===== config.mk =====
export PLATFORM = sky130hd
export DESIGN_NAME = rtc_bus_ctrl
export DESIGN_NICKNAME = d
export VERILOG_FILES = /design/src/rtl/rtc_bus_ctrl.sv
export SDC_FILE = /design/constraint.sdc
export NUM_CORES = 1
export LEC_CHECK = 0
export BUFFER_PORTS_ARGS = -buffer_cell sky130_fd_sc_hd__buf_4
export CORE_MARGIN = 5
export CORE_UTILIZATION = 32
export CTS_BUF_LIST = sky130_fd_sc_hd__clkbuf_8
export CTS_CLUSTER_DIAMETER = 120
export DETAILED_ROUTE_END_ITERATION = 7
export PLACE_DENSITY = 0.54
export SLEW_MARGIN = 40
export SYNTH_ARGS = -nofsm -noshare
export SYNTH_HDL_FRONTEND = slang
export SYNTH_SLANG_ARGS = --single-unit

===== constraint.sdc =====
create_clock -name clk -period 3.9 [get_ports clk]
set_input_delay 0.39 -clock clk [delete_from_list [all_inputs] [get_ports clk]]
set_output_delay 0.39 -clock clk [all_outputs]
set_load 0.02 [all_outputs]

===== src/rtl/rtc_bus_ctrl.sv =====
// Bus-cycle engine for the RTC multiplexed address/data port.
// One start request runs one address phase followed by one data write or read.
module rtc_bus_ctrl #(
  parameter int PHASE_CYC = 5
) (
  input  logic       clk,
  input  logic       clr,
  input  logic       start,
  input  logic       wr,
  input  logic [7:0] addr,
  input  logic [7:0] wdata,
  input  logic [7:0] ad_in,
  output logic       busy,
  output logic       done,
  output logic [7:0] rdata,
  output logic       cs_n,
  output logic       rd_n,
  output logic       wr_n,
  output logic       a_d,
  output logic [7:0] ad_out,
  output logic       ad_oe,
  output logic [2:0] estado
);

  typedef enum logic [2:0] {
    IDLE   = 3'd0,
    ADR_LO = 3'd1,
    ADR_HI = 3'd2,
    DAT_LO = 3'd3,
    DAT_HI = 3'd4,
    FIN    = 3'd5
  } state_t;

  localparam logic [7:0] LAST_CNT = 8'(PHASE_CYC - 1);

  state_t     state_reg;
  logic [7:0] cnt_reg;
  logic       wr_reg;
  logic [7:0] addr_reg;
  logic [7:0] wdata_reg;
  logic       phase_end;

  assign phase_end = (cnt_reg == LAST_CNT);
  assign estado    = state_reg;

  // Every output is set on the edge that enters the state it belongs to,
  // so the pins change exactly at phase boundaries.
  always_ff @(posedge clk) begin
    if (clr) begin
      state_reg <= IDLE;
      cnt_reg   <= 8'd0;
      wr_reg    <= 1'b0;
      addr_reg  <= 8'd0;
      wdata_reg <= 8'd0;
      busy      <= 1'b0;
      done      <= 1'b0;
      rdata     <= 8'd0;
      cs_n      <= 1'b1;
      rd_n      <= 1'b1;
      wr_n      <= 1'b1;
      a_d       <= 1'b1;
      ad_out    <= 8'd0;
      ad_oe     <= 1'b0;
    end else begin
      done <= 1'b0;
      case (state_reg)
        IDLE: begin
          if (start) begin
            wr_reg    <= wr;
            addr_reg  <= addr;
            wdata_reg <= wdata;
            state_reg <= ADR_LO;
            cnt_reg   <= 8'd0;
            busy      <= 1'b1;
            cs_n      <= 1'b0;
            a_d       <= 1'b0;
            wr_n      <= 1'b0;
            ad_out    <= addr;
            ad_oe     <= 1'b1;
          end
        end
        ADR_LO: begin
          if (phase_end) begin
            state_reg <= ADR_HI;
            cnt_reg   <= 8'd0;
            wr_n      <= 1'b1;
          end else begin
            cnt_reg <= cnt_reg + 8'd1;
          end
        end
        ADR_HI: begin
          if (phase_end) begin
            state_reg <= DAT_LO;
            cnt_reg   <= 8'd0;
            a_d       <= 1'b1;
            if (wr_reg) begin
              wr_n   <= 1'b0;
              ad_out <= wdata_reg;
              ad_oe  <= 1'b1;
            end else begin
              rd_n   <= 1'b0;
              ad_out <= 8'd0;
              ad_oe  <= 1'b0;
            end
          end else begin
            cnt_reg <= cnt_reg + 8'd1;
          end
        end
        DAT_LO: begin
          if (phase_end) begin
            state_reg <= DAT_HI;
            cnt_reg   <= 8'd0;
            wr_n      <= 1'b1;
            rd_n      <= 1'b1;
            // Capture while rd_n is still low on this edge.
            if (!wr_reg) rdata <= ad_in;
          end else begin
            cnt_reg <= cnt_reg + 8'd1;
          end
        end
        DAT_HI: begin
          if (phase_end) begin
            state_reg <= FIN;
            cnt_reg   <= 8'd0;
            cs_n      <= 1'b1;
            ad_oe     <= 1'b0;
            a_d       <= 1'b1;
            done      <= 1'b1;
          end else begin
            cnt_reg <= cnt_reg + 8'd1;
          end
        end
        FIN: begin
          state_reg <= IDLE;
          cnt_reg   <= 8'd0;
          busy      <= 1'b0;
        end
        default: begin
          state_reg <= IDLE;
          cnt_reg   <= 8'd0;
          busy      <= 1'b0;
        end
      endcase
    end
  end

endmodule


==> summary.md <==
| Metric | Value |
|---|---|
| Status | `complete, no violations` |
| Setup Total Neg Slack | `0 ns` |
| Synth unique cells | `41` |
| Filler-free cell count of the finished design | `344` |
| Area Overhead vs Synth | `25.8%` |
| Startpoint Class | `flop` |
| Worst-case clock skew | `0.00776 ns` |
| Clock-pin slew on the worst setup and hold paths | `0.08 ns` |
| Postcts setup bufs | `0` |
| Mapped Nets | `253` |
| Via count | `1,679` |
| Post-cts sizing count | `0` |
| Largest family of logic cells by synthesized area | `simple AND/OR/NAND/NOR gates` |
| H-tree depth | `2` |
| Sequential area share after synthesis | `44.3%` |
| Post-synth top area cell | `dfxtp_1` |
| HP Class | `in2reg` |
| WL per Instance | `13.7 µm` |
| Mapped Cells | `223` |
| Final wirelength | `4.72 mm` |
| Power, Total | `887 µW` |
| Clk buf depth | `2` |
| Ys flop type | `dfxtp_1` |
| Req. time, crit path | `4.11 ns` |
| IO Pins | `54` |
| DIE AREA | `0.00773 mm²` |
| Async SR Flop Fraction | `0%` |
| Vias per inst | `4.88` |
| Most common cell after layout, fill and taps aside | `buf_4` |
| Num rows | `28` |
| Synth Area in Adders | `1.29%` |
| Drt drc | `0` |
| Pin count of the biggest net entering global routing | `45` |
| Dominant cells by area after synthesis | `dfxtp_1 (44%), a21oi_1 (6.2%), nand2_1 (5.4%), mux2i_1 (4.6%), nor3_1 (3.1%)` |
| Xor-xnor portion of the synthesized cell area | `3.61%` |
| Synth Area in Compound Gates | `18.8%` |
| Avg Cell Area, Syn | `8.71 µm²` |
| R2r worst-path depth | `3` |
| Max-cap violations | `0` |
| First-pass GRT wire length | `7.75 mm` |
| # fillers | `628` |
| Register area | `861 µm²` |
| CTS Buf Count | `5` |
| Worst Path Arrival | `2.33 ns` |
| Final setup fails | `0` |
| Crit path kind | `reg2reg` |
| Initial Util | `32.8%` |
| Final hold vios | `0` |
| Post-detail-place hpwl | `3.32 mm` |
| Ant. Diodes | `0` |
| Placed cell count | `336` |
| EDFF count, synth | `0` |
| Final Critical Period | `2.12 ns` |
| Crit-path cells | `or4b_1, and2_4, a2111oi_2` |
| Gpl congestion | `0.783` |
| Layout Nets | `298` |
| Initial antenna violation count | `0` |
| Slowest CP cell | `or4b_1` |
| Die W | `87.9 µm` |
| Hold depth | `3` |
| Vias in the first global route | `1,649` |
| P_leak | `0.00104 µW` |
| Clk_lat worst skew | `0.30 ns` |
| Synthesized area | `0.00194 mm²` |
| Initial DRC Count | `103` |
| Core box area | `0.00592 mm²` |
| Share of post-route cells with drive strength above 1 | `25.7%` |
| Clock Sinks | `43` |
| Post-route clock period utilization | `54.4%` |
| Gr usage total | `13.0%` |
| Input/output buffers | `53` |
| Top cell type's share of synthesized area | `44.3%` |
| Worst Max-Slew Pin Slew | `0.644 ns` |
| Power density over the cells | `363 mW/mm²` |
| CP max stage delay | `0.87 ns` |
| Worst VDD drop | `0.146 mV` |
| Max Freq | `471 MHz` |
| CP Max Fanout | `19` |
| CTS Root Buffer Type | `clkbuf_8` |
| Die Y | `87.9 µm` |
| Warnings from Yosys | `0` |
| Relative slew slack | `57.1%` |
| CTS tree | `done` |
| RSZ-0062 raised after global routing | `no` |
| Most frequent cells in the layout | `buf_4 (54), dfxtp_1 (43), nand2_1 (28), a21oi_1 (24), nor2_1 (15)` |
| CTS Hold Buffers Added | `0` |
| First-pass iteration count of the detailed router | `4` |
| Setup crit end kind | `flop` |
| Remaining Overflow, GRT | `0` |
| Post-synthesis simple-gate area fraction | `20.4%` |
| Seq cells post-synth | `43` |
| Area taken by multi-input logic gates | `953 µm²` |
| Mux share of post-synthesis cell area | `4.64%` |
| Max-slew violations | `0` |
| Worst R2R Setup Slack | `1.78 ns` |
| Final ANT Viol Nets | `0` |
==> power by group <==
group	total (µW)	internal, µW	switching (µW)	leakage, µW
clock network	281	123	158	0.0000453
logic	130	60.3	69.9	0.000643
registers	476	459	16.8	0.000352
total	887	642	245	0.00104
==> final cells by class <==
cell class | instances | area share (%)
tap | 75 | 3.84
clock inverter | 3 | 0.666
timing repair buffer | 54 | 16.6
clock buffer | 5 | 2.82
multi-input combinational | 152 | 39.0
inverter | 12 | 1.84
sequential | 43 | 35.2
==> cell usage after synthesis, types with 3 or more instances <==
| master | n |
|---|---|
| mux2i_1 | 9 |
| nand2_1 | 28 |
| clkbuf_1 | 9 |
| xnor2_1 | 5 |
| o21bai_1 | 7 |
| nor2_1 | 15 |
| buf_2 | 3 |
| dfxtp_1 | 43 |
| a2111oi_2 | 3 |
| nor3_1 | 12 |
| nand4_1 | 3 |
| a31oi_1 | 5 |
| xor2_1 | 3 |
| a211oi_1 | 6 |
| nand3_1 | 3 |
| inv_1 | 12 |
| buf_6 | 3 |
| a21oi_1 | 24 |
==> critical path: cells and delay by family (launching register included) <==
family	cells	cell delay, ns
flip-flops	1	0.50
AO/OA/AOI/OAI	1	0.34
AND/OR/NAND/NOR	2	1.19
==> cells by family (layout without fill, tap and decap cells) <==
family	count (synthesis)	count (layout)
simple gates	78	78
compound gates	55	55
flops	43	43
buf+inv	28	74
mux	9	9
xor+xnor	8	8
fa+ha+maj	2	2
==> final timing paths <==
check                         startpoint                      to
setup / recovery  estado[2]$_SDFFE_PP0P_  ad_out[3]$_SDFFE_PP0P_
hold / removal                  ad_in[6]   rdata[6]$_SDFFE_PP0P_
setup reg to reg  estado[2]$_SDFFE_PP0P_  ad_out[3]$_SDFFE_PP0P_
hold reg to reg   ad_out[1]$_SDFFE_PP0P_  ad_out[1]$_SDFFE_PP0P_
==> metrics by stage <==
stage	worst slack, ns	instance area (µm²)	util [%]	hold WS, ns
2_1_floorplan	2.06	1940	-	0.436
3_3_place_gp	1.83	2350	39.7	0.444
3_5_place_dp	1.80	2350	39.7	0.448
4_1_cts	1.77	2440	41.2	0.310
5_1_grt	1.57	2440	41.3	0.317
6_report	1.78	2440	41.3	0.317
==> per-layer routing <==
metal,up-vias,part of all wire [%],global-route usage (%)
met2,45,45,19.0
met5,-,0,0
li1,861,-,-
met3,10,6.8,4.99
met4,0,2.3,5.86
met1,763,46,16.8
No activity file was read; power rests on OpenSTA's default activity.
